===== config.mk =====
export PLATFORM = sky130hd
export DESIGN_NAME = vector_framer
export DESIGN_NICKNAME = d
export VERILOG_FILES = /design/src/rtl/vector_framer.sv
export SDC_FILE = /design/constraint.sdc
export NUM_CORES = 1
export LEC_CHECK = 0
export CORE_MARGIN = 2
export CORE_UTILIZATION = 40
export DETAILED_ROUTE_END_ITERATION = 16
export PLACE_DENSITY = 0.68
export SLEW_MARGIN = 20
export SYNTH_ARGS = -nofsm -noshare
export SYNTH_HDL_FRONTEND = slang
export SYNTH_SLANG_ARGS = --single-unit

===== constraint.sdc =====
create_clock -name clk -period 3.5 [get_ports clk]
set_input_delay 0.875 -clock clk [delete_from_list [all_inputs] [get_ports clk]]
set_output_delay 0.875 -clock clk [all_outputs]
set_load 0.05 [all_outputs]

===== src/rtl/vector_framer.sv =====
// Vector framer: slices a continuous sample stream into vectors of a programmable
// length by tagging every Nth sample with tlast; optional upstream end-of-burst.
module vector_framer #(
  parameter logic [7:0]  SR_VECTOR_LEN          = 8'd132,
  parameter int unsigned MAX_LOG2_OF_VECTOR_LEN = 12,
  parameter int unsigned WIDTH                  = 32
) (
  input  logic             clk,
  input  logic             reset_n,
  input  logic             clear,
  input  logic             set_stb,
  input  logic [7:0]       set_addr,
  input  logic [31:0]      set_data,
  input  logic [WIDTH-1:0] i_tdata,
  input  logic             i_tlast,
  input  logic             i_tvalid,
  output logic             i_tready,
  output logic [WIDTH-1:0] o_tdata,
  output logic             o_tlast,
  output logic             o_tvalid,
  input  logic             o_tready,
  output logic [15:0]      short_cnt
);

  localparam int unsigned CW = MAX_LOG2_OF_VECTOR_LEN + 1;
  localparam logic [CW-1:0] MAX_LEN = CW'(1) << MAX_LOG2_OF_VECTOR_LEN;
  localparam logic [CW-1:0] RST_LEN = CW'(256);

  typedef struct packed {
    logic             last;
    logic [WIDTH-1:0] data;
  } beat_t;

  logic [CW-1:0] count;
  logic [CW-1:0] l_active;
  logic [CW-1:0] l_pending;
  logic          honor_eob;
  logic [CW-1:0] cfg_len;
  logic          cfg_ok;
  logic          beat;
  logic          at_end;
  logic          eob_cut;
  beat_t         in_beat;

  beat_t      out_q, n_out;
  beat_t      skid0, skid1, n_skid0, n_skid1;
  logic [1:0] sc, n_sc;
  logic       ov, n_ov;
  logic       rdy, n_rdy;
  logic       out_free;

  assign cfg_len = set_data[CW-1:0];
  assign cfg_ok  = set_stb && (set_addr == SR_VECTOR_LEN) &&
                   (cfg_len >= CW'(2)) && (cfg_len <= MAX_LEN);

  assign beat    = i_tvalid & rdy & ~clear;
  assign at_end  = (count == l_active - CW'(1));
  assign eob_cut = honor_eob & i_tlast & ~at_end;
  assign in_beat = '{last: at_end | eob_cut, data: i_tdata};

  // Framing counter and configuration; new length only takes effect at count 0
  always_ff @(posedge clk or negedge reset_n) begin
    if (!reset_n) begin
      count     <= '0;
      l_active  <= RST_LEN;
      l_pending <= RST_LEN;
      honor_eob <= 1'b0;
      short_cnt <= '0;
    end else begin
      if (cfg_ok) begin
        l_pending <= cfg_len;
        honor_eob <= set_data[16];
      end
      if (clear) begin
        count    <= '0;
        l_active <= l_pending;
      end else begin
        if (count == '0) l_active <= l_pending;
        if (beat) begin
          count <= (at_end | eob_cut) ? '0 : count + CW'(1);
          if (eob_cut && (short_cnt != 16'hFFFF)) short_cnt <= short_cnt + 16'd1;
        end
      end
    end
  end

  // Output stage refills from the skid first so order is preserved
  always_comb begin
    n_out    = out_q;
    n_ov     = ov;
    n_skid0  = skid0;
    n_skid1  = skid1;
    n_sc     = sc;
    out_free = ~ov | o_tready;

    if (out_free) begin
      if (sc != 2'd0) begin
        n_out   = skid0;
        n_ov    = 1'b1;
        n_skid0 = skid1;
        n_sc    = sc - 2'd1;
      end else begin
        n_ov = 1'b0;
      end
    end

    if (beat) begin
      if (!n_ov) begin
        n_out = in_beat;
        n_ov  = 1'b1;
      end else begin
        if (n_sc == 2'd0) n_skid0 = in_beat;
        else              n_skid1 = in_beat;
        n_sc = n_sc + 2'd1;
      end
    end

    if (clear) begin
      n_ov = 1'b0;
      n_sc = 2'd0;
    end

    n_rdy = (n_sc != 2'd2);
  end

  always_ff @(posedge clk or negedge reset_n) begin
    if (!reset_n) begin
      out_q <= '0;
      ov    <= 1'b0;
      skid0 <= '0;
      skid1 <= '0;
      sc    <= 2'd0;
      rdy   <= 1'b0;
    end else begin
      out_q <= n_out;
      ov    <= n_ov;
      skid0 <= n_skid0;
      skid1 <= n_skid1;
      sc    <= n_sc;
      rdy   <= n_rdy;
    end
  end

  assign o_tvalid = ov;
  assign o_tdata  = out_q.data;
  assign o_tlast  = out_q.last;
  assign i_tready = rdy;

endmodule


==> results.md <==
- Syn Nets: 768
- CP Capture Type: flop
- Post-Syn Instances: 684
- Synth Register Bits: between 150 and 200
- Clk buf depth: 2
- Worst-Margin Slew: approximately 0.8 ns
- Critical Path Start: l_active[3]
- Setup CP Type: reg2reg
- Initial antenna violation count: 0
- Vias in the first global route: 5289
- Post-route setup slack: 0.503 ns
- Crit-path cells: nor4_4 -> nor3b_2 -> xnor2_1 -> or4_1 -> o41a_1 -> buf_4 -> a31oi_1 -> mux2i_1
- Top fanout value on the critical path: 15
- Fmax: 0.334 GHz
- Worst path max stage delay: 0.56 ns
- Pre-CTS WS: 0.268 ns
- Drt pass-1 iters: 4
- CTS tree: built
- Gr usage total: 16.3%
- Sequential area share after synthesis: between 50% and 60%
- Total clock sinks: between 150 and 200
- Worst-path clk slew: 0.07 ns
- Crit path depth: 8
- Die Height: around 140 microns
- Post-Syn Area: 7500 sq um
- Clock Latency Late Sink: 0.42 ns
- Initial core utilization: 40.4%
- WP data required: 3.80 ns
- Ant. Diodes: 0
- Setup bufs post-CTS: 0
- Met1 Track Usage GR: 21.3%
- Die Width: 141 microns
- Static Leak: around 4.2 nW
- Syn Area/Cell: 11.0 sq um
- Dpl hpwl: between 10000 and 15000 microns
- H-tree levels: 4
- Top FF cell, synth: dfrtp_1
- Grt ovf: 0
- Port Buffers: roughly 110
- Min-Delay Path Class: in2async
- Drt via density: 5.21
- Core Region: 18600 sq um
- Max IR drop VDD: roughly 0.34 mV
- Area Overhead vs Synth: 27.1%
- Met2 Track Usage GR: a little over a quarter
- Final setup TNS: 0 ns
- Rows: 50
- Num CTS Buffers: 17
- Status: complete, no violations
- Max Cap Violations: 0
- Post-DRT Antenna Nets: 0
- GP Congestion: 0.833
- First-pass GRT wire length: 26300 microns
- Final critical-path share of the clock period: 85.6%
- Worst Path Buf+Inv: 1
- Tot Pwr: 5.10 mW
- Die area: about 20000 sq um
- Slowest stage cell, crit path: o41a_1
- WL per Instance: 15.2 microns
- YS warnings: 0
- RSZ-0062 raised after global routing: false
- Startpoint types: flop
- Number of remaining DRC errors: 0
- Clock skew: 0.00863 ns
- Worst flop-to-flop path startpoint: l_active[3]
- DR vias: 5396
- Post-synth EDFFs: 0
- Final Hold Viols: 0
- Grt peak-use layer: met2
- Ys async rst share: 100%
- Nets: 873
- GR Util met3: ~3.2%
- Post-synth cell types: 50
- Critical Path AT: 3.30 ns
- Largest net degree at the start of global routing: 67
- WL final: 15700 microns
- Slew margin rel.: 44.8%
- Min Hold Slack: 0.382 ns
- FF-to-FF path depth: 8
- Root buf cell: clkbuf_16
- Layout cells sized above 1: ~15%
- Pwr dens: 535 nW/um^2
- Final Setup Violations: 0
- DRC marker count from the first detailed-route iteration: 193
- Resized cells post-CTS: 0
- Tmin final: about 3.0 ns
- Slew Limit Fails: 0
- Hold-fix buffers at CTS: 0
- Critical path's top delay family: simple AND/OR/NAND/NOR gates
- I/O pin count: 130
-- metal layers --
metal / vias to the layer above / share of wire [%]
met3: 17 / 3.5
met1: 2621 / 47
met5: - / 0
li1: 2659 / -
met2: 99 / 48
met4: 0 / 1.3
-- kinds of logic (layout without fill, tap and decap cells) --
| family | Yosys count | after routing | share of synthesized area [%] |
|---|---|---|---|
| xor+xnor | 34 | 34 | 3.97 |
| fa+ha+maj | 5 | 5 | 0.834 |
| mux | 127 | 127 | 18.0 |
| compound gates | 110 | 110 | 8.41 |
| flops | 159 | 159 | 53.1 |
| buf+inv | 49 | 167 | 2.70 |
| simple gates | 200 | 200 | 13.0 |
-- layout make-up --
type,count,area [sq um]
Clock buffer,18,429
Clock inverter,14,156
Fill cell,1667,9050
Inverter,8,30.0
Multi-Input combinational cell,476,3350
Sequential cell,159,3980
Tap cell,234,293
Timing Repair Buffer,127,1290
-- power by group --
| group | internal, mW | total [mW] | switching [mW] |
|---|---|---|---|
| registers | 2.06 | 2.18 | 0.125 |
| logic | 0.433 | 1.08 | 0.648 |
| clock network | 1.06 | 1.84 | 0.780 |
-- sequential cells by signal (all words and copies together), names as in the netlist, 2 cells and up --
name       cells
o_tdata       32
skid1         33
skid0         33
short_cnt     16
l_pending     13
count         13
sc             2
l_active      13
-- path summary, 6_finish.rpt --
path | slack [ns] | end
min in group clk | 0.48 | skid1[32]
max in group asynchronous | 2.37 | short_cnt[14]
max | 0.50 | count[3]
max reg2reg | 0.50 | count[3]
min reg2reg | 0.48 | skid1[32]
min | 0.38 | o_tdata[8]
-- layout by cell type, fill, tap and decap left out, drive strengths merged, types with 11 or more instances in the layout --
cell           synthesis  layout
a21oi                 38      38
buf                   18      17
clkbuf                23      18
clkdlybuf4s50          0     110
dfrtp                157     157
inv                    8      13
mux2                  61      61
mux2i                 66      66
nand2                 60      60
nand3                 17      17
nand4                 13      13
nor2                  50      50
nor3                  13      13
nor4                  13      13
o21ai                 43      43
xnor2                 11      11
xor2                  23      23
-- cells in the mapped netlist (all sizes together), types with 11 or more instances --
cell type,instances,share of area (%)
a21oi,38,2.5
buf,18,1.1
clkbuf,23,1.2
dfrtp,157,52
mux2,61,9.2
mux2i,66,8.8
nand2,60,3.0
nand3,17,1.1
nand4,13,1.1
nor2,50,2.5
nor3,13,0.87
nor4,13,1.3
o21ai,43,2.9
xnor2,11,1.3
xor2,23,2.7
-- metrics by stage --
step	cells	instance area, sq um	utilization, %
6_report	1036	9530	51.3
5_1_grt	1036	9530	51.3
4_1_cts	1036	9530	51.3
3_5_place_dp	1004	8950	48.2
3_3_place_gp	1004	8940	48.1
2_1_floorplan	684	7500	-
(Power assumes the default switching activity.)
